<file path="src/rtl/cluster_ce_pkg.sv">
// Shared constants and coordinate helpers for the kd-tree compare-exchange node.
package cluster_ce_pkg;
  localparam int unsigned dim         = 3;
  localparam int unsigned data_range  = 255;
  localparam int unsigned dim_size    = $clog2(data_range);
  localparam int unsigned center_size = dim * dim_size;
  localparam int unsigned axis_size   = $clog2(dim);

  typedef logic [center_size-1:0] center_t;
  typedef logic [dim_size-1:0]    coord_t;
  typedef logic [axis_size-1:0]   axis_t;

  // Loop-select keeps the slice in range even for an out-of-range k.
  function automatic coord_t get_coord(input center_t c, input axis_t k);
    coord_t r;
    r = '0;
    for (int unsigned i = 0; i < dim; i++) begin
      if (k == axis_size'(i)) r = c[i*dim_size +: dim_size];
    end
    return r;
  endfunction

  function automatic axis_t eff_axis(input axis_t a);
    return (a >= axis_size'(dim)) ? '0 : a;
  endfunction

  function automatic axis_t next_axis(input axis_t a);
    return (a == axis_size'(dim - 1)) ? '0 : a + axis_size'(1);
  endfunction
endpackage

</file>
<file path="src/rtl/cluster_ce_if.sv">
// Data/control bundle between the tree-level controller and one cluster_ce node.
interface cluster_ce_if;
  import cluster_ce_pkg::*;

  logic    en;
  logic    sorting;
  logic    left_en;
  logic    right_en;
  center_t left;
  center_t parent;
  center_t right;
  center_t point_in;
  axis_t   axis;

  logic    stable;
  logic    left_switch;
  logic    parent_switch;
  logic    right_switch;
  center_t new_left;
  center_t new_parent;
  center_t new_right;
  axis_t   child_axis;

  modport master (
    output en, sorting, left_en, right_en, left, parent, right, point_in, axis,
    input  stable, left_switch, parent_switch, right_switch,
           new_left, new_parent, new_right, child_axis
  );

  modport slave (
    input  en, sorting, left_en, right_en, left, parent, right, point_in, axis,
    output stable, left_switch, parent_switch, right_switch,
           new_left, new_parent, new_right, child_axis
  );
endinterface

</file>
<file path="src/rtl/cluster_ce_swap.sv">
// Two-input compare-exchange on one axis; swaps only when a's key is strictly greater.
module ce_swap2
  import cluster_ce_pkg::*;
(
  input  logic    en,
  input  axis_t   axis,
  input  center_t a,
  input  center_t b,
  output center_t lo,
  output center_t hi
);
  logic swap;

  always_comb begin
    swap = en & (get_coord(a, axis) > get_coord(b, axis));
    lo   = swap ? b : a;
    hi   = swap ? a : b;
  end
endmodule

</file>
<file path="src/rtl/cluster_ce.sv">
// kd-tree compare-exchange node: sorts parent/children on the split axis or routes a query point.
module cluster_ce
  import cluster_ce_pkg::*;
(
  input logic         clk,
  input logic         rst,
  cluster_ce_if.slave bus
);
  axis_t   ax;
  center_t l1, p1, p2, r2, l3, p3;
  coord_t  point_key, parent_key;

  logic    nxt_stable, nxt_ls, nxt_ps, nxt_rs;
  center_t nxt_l, nxt_p, nxt_r;

  assign ax = eff_axis(bus.axis);

  // Stage enables collapse the 3-stage network to a single (child,parent) compare
  // when only one child is present.
  ce_swap2 u_stage1 (.en(bus.left_en), .axis(ax), .a(bus.left), .b(bus.parent), .lo(l1), .hi(p1));
  ce_swap2 u_stage2 (.en(bus.right_en), .axis(ax), .a(p1), .b(bus.right), .lo(p2), .hi(r2));
  ce_swap2 u_stage3 (.en(bus.left_en & bus.right_en), .axis(ax), .a(l1), .b(p2), .lo(l3), .hi(p3));

  always_comb begin
    nxt_l      = bus.left;
    nxt_p      = bus.parent;
    nxt_r      = bus.right;
    nxt_ls     = 1'b0;
    nxt_ps     = 1'b0;
    nxt_rs     = 1'b0;
    nxt_stable = 1'b1;
    point_key  = get_coord(bus.point_in, ax);
    parent_key = get_coord(bus.parent, ax);
    if (bus.sorting) begin
      nxt_l      = l3;
      nxt_p      = p3;
      nxt_r      = r2;
      nxt_ls     = (l3 != bus.left);
      nxt_ps     = (p3 != bus.parent);
      nxt_rs     = (r2 != bus.right);
      nxt_stable = ~(nxt_ls | nxt_ps | nxt_rs);
    end else begin
      nxt_ls = bus.left_en & (point_key < parent_key);
      nxt_rs = bus.right_en & (point_key >= parent_key);
      nxt_ps = ~(nxt_ls | nxt_rs);
    end
  end

  always_ff @(posedge clk or negedge rst) begin
    if (!rst) begin
      bus.stable        <= 1'b0;
      bus.left_switch   <= 1'b0;
      bus.parent_switch <= 1'b0;
      bus.right_switch  <= 1'b0;
      bus.new_left      <= '0;
      bus.new_parent    <= '0;
      bus.new_right     <= '0;
      bus.child_axis    <= '0;
    end else if (bus.en) begin
      bus.stable        <= nxt_stable;
      bus.left_switch   <= nxt_ls;
      bus.parent_switch <= nxt_ps;
      bus.right_switch  <= nxt_rs;
      bus.new_left      <= nxt_l;
      bus.new_parent    <= nxt_p;
      bus.new_right     <= nxt_r;
      bus.child_axis    <= next_axis(ax);
    end
  end
endmodule

</file>
<file path="src/flat_wrapper.sv">
// flat-port wrapper written by rule: the top's interface ports become plain ports
module cluster_ce_flat import cluster_ce_pkg::*;
  (clk, rst, bus_en, bus_sorting, bus_left_en, bus_right_en, bus_left, bus_parent, bus_right, bus_point_in, bus_axis, bus_stable, bus_left_switch, bus_parent_switch, bus_right_switch, bus_new_left, bus_new_parent, bus_new_right, bus_child_axis);
  cluster_ce_if bus_i ();
  input logic clk;
  input logic rst;
  input wire logic [$bits(bus_i.en)-1:0] bus_en;
  input wire logic [$bits(bus_i.sorting)-1:0] bus_sorting;
  input wire logic [$bits(bus_i.left_en)-1:0] bus_left_en;
  input wire logic [$bits(bus_i.right_en)-1:0] bus_right_en;
  input wire logic [$bits(bus_i.left)-1:0] bus_left;
  input wire logic [$bits(bus_i.parent)-1:0] bus_parent;
  input wire logic [$bits(bus_i.right)-1:0] bus_right;
  input wire logic [$bits(bus_i.point_in)-1:0] bus_point_in;
  input wire logic [$bits(bus_i.axis)-1:0] bus_axis;
  output wire logic [$bits(bus_i.stable)-1:0] bus_stable;
  output wire logic [$bits(bus_i.left_switch)-1:0] bus_left_switch;
  output wire logic [$bits(bus_i.parent_switch)-1:0] bus_parent_switch;
  output wire logic [$bits(bus_i.right_switch)-1:0] bus_right_switch;
  output wire logic [$bits(bus_i.new_left)-1:0] bus_new_left;
  output wire logic [$bits(bus_i.new_parent)-1:0] bus_new_parent;
  output wire logic [$bits(bus_i.new_right)-1:0] bus_new_right;
  output wire logic [$bits(bus_i.child_axis)-1:0] bus_child_axis;
  assign bus_i.en = bus_en;
  assign bus_i.sorting = bus_sorting;
  assign bus_i.left_en = bus_left_en;
  assign bus_i.right_en = bus_right_en;
  assign bus_i.left = bus_left;
  assign bus_i.parent = bus_parent;
  assign bus_i.right = bus_right;
  assign bus_i.point_in = bus_point_in;
  assign bus_i.axis = bus_axis;
  assign bus_stable = bus_i.stable;
  assign bus_left_switch = bus_i.left_switch;
  assign bus_parent_switch = bus_i.parent_switch;
  assign bus_right_switch = bus_i.right_switch;
  assign bus_new_left = bus_i.new_left;
  assign bus_new_parent = bus_i.new_parent;
  assign bus_new_right = bus_i.new_right;
  assign bus_child_axis = bus_i.child_axis;
  cluster_ce u_core (.clk(clk), .rst(rst), .bus(bus_i));
endmodule
</file>
<file path="config.mk">
export PLATFORM = sky130hd
export DESIGN_NAME = cluster_ce_flat
export DESIGN_NICKNAME = d
export VERILOG_FILES = /design/src/rtl/cluster_ce_pkg.sv /design/src/rtl/cluster_ce_if.sv /design/src/rtl/cluster_ce_swap.sv /design/src/rtl/cluster_ce.sv /design/src/flat_wrapper.sv
export SDC_FILE = /design/constraint.sdc
export NUM_CORES = 1
export LEC_CHECK = 0
export BUFFER_PORTS_ARGS = -buffer_cell sky130_fd_sc_hd__buf_2
export CORE_ASPECT_RATIO = 1.5
export CORE_MARGIN = 1
export CORE_UTILIZATION = 52
export CTS_BUF_LIST = sky130_fd_sc_hd__clkbuf_4 sky130_fd_sc_hd__clkbuf_8
export DETAILED_ROUTE_END_ITERATION = 7
export PLACE_DENSITY = 0.8
export SETUP_SLACK_MARGIN = 0.1
export SLEW_MARGIN = 10
export SYNTH_ARGS = -nofsm -noshare
export SYNTH_HDL_FRONTEND = slang
export SYNTH_SLANG_ARGS = --single-unit
</file>
<file path="constraint.sdc">
create_clock -name clk -period 0.8 [get_ports clk]
set_input_delay 0.12 -clock clk [delete_from_list [all_inputs] [get_ports clk]]
set_output_delay 0.12 -clock clk [all_outputs]
set_load 0.005 [all_outputs]
</file>
==> results.cfg <==
[routing]
avgRoutedWirePerCell_microns = 28.0
ant_nets = 0
vias_per_cell = 6.82
drc = 0
first_pass_iters = 6
routed_wl_microns = 45200
drt_iter0_markers = 1849
vias = 11000

[clock_tree]
cts_max_path_buffers = 2
cts_htree_levels = 3
root_buffer = clkbuf_8
numCtsBuffers = 9
cts_tree = yes
clk-insertion-delay-late_ps = 380
clkSinkCount = 78
cts.clk_slew.worst_paths_ps = 110

[logic_synthesis]
ys.flop_type = dfrtp_1
synth_compound_area_frac = 0.285
synth_fp_nets = 1207
synth_mux_area_frac = 0.125
yosysWarnings = 0
synth_edf_count = 0
synthXorXnorAreaFrac = 0.0686
synth_fa_ha_area_frac = 0.0486
synth_top_family_by_area = compound AO/OA/AOI/OAI gates
synth-seq-cells = 78
synth_area_per_cell_sq_um = 7.61
yosysUniqueCellTypes = 63
seq_area_frac_synth = 0.239
synthSimpleGateAreaFrac = 0.139
syn_area_sq_um = 8170
syn_inst = 1073
async_flop_share = 1.00

[floorplan]
die_w_microns = 104
ios = 182
fp-row-count = 55
die_h_microns = 155
die_area_sq_um = 16200
floorplan.initialDensity = 0.537
core_sq_um = 15200

[setup_path]
end_kind = register
r2r-end = u_core.bus.new_parent[6]$_DFFE_PN0P_
cp_top_family = compound AO/OA/AOI/OAI gates
reg2reg_depth = 2
path_buf_inv = 9
max_stage_delay_ps = 360
worstPathRequired_ps = 1130
start_kind = input pin
path_class = input pin to register
arrival_ps = 7060
cp_slowest_cell = ha_1
cpMostUsedCell = buf_12
worstPathMaxFanout = 12
r2r_setup_slack_ps = -130
r2r_start = u_core.bus.new_parent[6]$_DFFE_PN0P_

[finish]
syn2layout_area_growth_pct = 49.8
layout_common_cells = buf_4, buf_2, a21oi_1, nor2_1, dfrtp_1
drive_above_1_share = 0.455
final_util = 0.804
nNetsFinal = 1539
mostFrequentLayoutCell = buf_4

[global_routing]
grt_pass1_wl_microns = 61100
grt.overflow.total = 0
grt_max_degree = 57
first_global_vias = 10200
track_usage = 0.514
antenna_found_initial = 4

[placed_design]
io_buffer_count = 181
hpwl_microns = 31800
pre_cts_slack_ps = -6250
gp_congestion = 1.17

[power]
power_density_nw_per_um2 = 1850
ir_drop_mv = 1.94
power.leakage_nw = 5.60

[outcome]
status = finished, violations left
failed_checks = setup timing

[timing]
final.period_utilization = 8.42
fmax_mhz = 148
fin_skew_ps = 0
setup_violations = 155
rsz0062_at_grt = true
hold_violations = 0
worstMarginPinSlew_ps = 552
slew_viol_final = 0
setup_ws_ps = -5940
relSlewSlack = 0.622
layout_min_cycle_time_ps = 6740

[worst_hold_path]
hold_path.class = input pin to async pin

[run]
maxCapViolations = 0
-- where the power goes --
part / switching [mW] / internal (mW) / leakage, nW
sequential: 0.461 / 4.75 / 0.920
combinational: 7.34 / 6.44 / 4.58
clock: 1.82 / 1.87 / 0.107
total: 9.62 / 13.1 / 5.60
-- registers in the layout, indices dropped and copies added (netlist names) --
register and cells:
u_core.bus.child_axis 2, u_core.bus.stable 1, u_core.bus.new_parent 24, u_core.bus.parent_switch 1
u_core.bus.new_right 24, u_core.bus.right_switch 1, u_core.bus.new_left 24, u_core.bus.left_switch 1
-- metal layers --
layer	GRT usage	up-vias	share of wire
met1	0.563	5014	0.31
met3	0.171	410	0.14
met2	0.791	1021	0.43
met4	0.454	4	0.12
met5	0	-	0.0012
li1	-	4546	-
-- cells in the mapped netlist (4+ instances only) --
cell	instances	area, sq um
xor2_1	42	368
a211oi_1	4	30.0
o22a_1	25	219
mux2i_1	41	410
a21o_1	5	37.5
nor2_1	87	327
a21oi_1	119	596
a221o_1	7	70.1
o22ai_1	47	294
mux2_2	54	608
nand3_1	7	35.0
nand3b_1	5	37.5
o221ai_1	26	228
dfrtp_1	78	1950
nand2_1	70	263
nor2b_1	8	50.1
clkbuf_1	106	398
xnor2_1	22	193
o21ai_0	91	455
buf_1	9	33.8
nand2b_1	5	31.3
nor4_1	14	87.6
and3_1	22	138
a221oi_1	5	43.8
buf_2	17	85.1
nand4_1	7	43.8
ha_1	30	375
a22o_1	4	35.0
inv_1	55	206
nor3_1	8	40.0
a22oi_1	10	75.1
-- how the worst max path moves through the flow --
stage / endpoint / from / cells after the start
floorplan: u_core.bus.left_switch$_DFFE_PN0P_ / bus_axis[1] / 42
global placement: u_core.bus.new_left[3]$_DFFE_PN0P_ / bus_axis[1] / 35
detailed placement: u_core.bus.new_left[3]$_DFFE_PN0P_ / bus_axis[0] / 36
CTS: u_core.bus.new_parent[13]$_DFFE_PN0P_ / bus_axis[0] / 38
global route: u_core.bus.new_parent[21]$_DFFE_PN0P_ / bus_axis[1] / 39
finish: u_core.bus.new_parent[4]$_DFFE_PN0P_ / bus_axis[1] / 37
-- stage by stage --
step	std cells	hold WS, ps	instance area, sq um	TNS, ps	total power, mW
floorplan	1073	-176	8680	-396260	11.7
finish	1612	156	12200	-412210	22.7
global route	1610	188	12200	-427850	23.4
CTS	1562	153	11300	-394970	20.1
detailed placement	1539	21.3	10800	-425270	16.1
global placement	1539	14.1	10800	-422300	15.8
-- repair_timing --
action	4_1_cts	5_1_grt
setup endpoints to repair	156	156
gates cloned	2	8
buffers inserted	4	39
hold buffers	1	0
pin swaps	7	39
endpoints found under the hold margin	78	0
gates resized for setup	31	112
-- kinds of logic (layout without fill, tap and decap cells) --
family          Yosys count  count (layout)
compound gates          367             369
flops                    78              78
mux                      95              96
other cells               0               3
fa+ha+maj                32              32
buf+inv                 194             528
xor+xnor                 64              64
simple gates            243             243
-- area by class of cell --
cell class	count	area (sq um)
Timing Repair Buffer	455	3360
Sequential cell	78	1950
Fill cell	1018	2970
Clock buffer	10	138
Tap cell	199	249
Multi-Input combinational cell	804	6200
Antenna cell	3	7.51
Inverter	57	239
Clock inverter	6	93.8
Power figures use the tool's default switching activity.
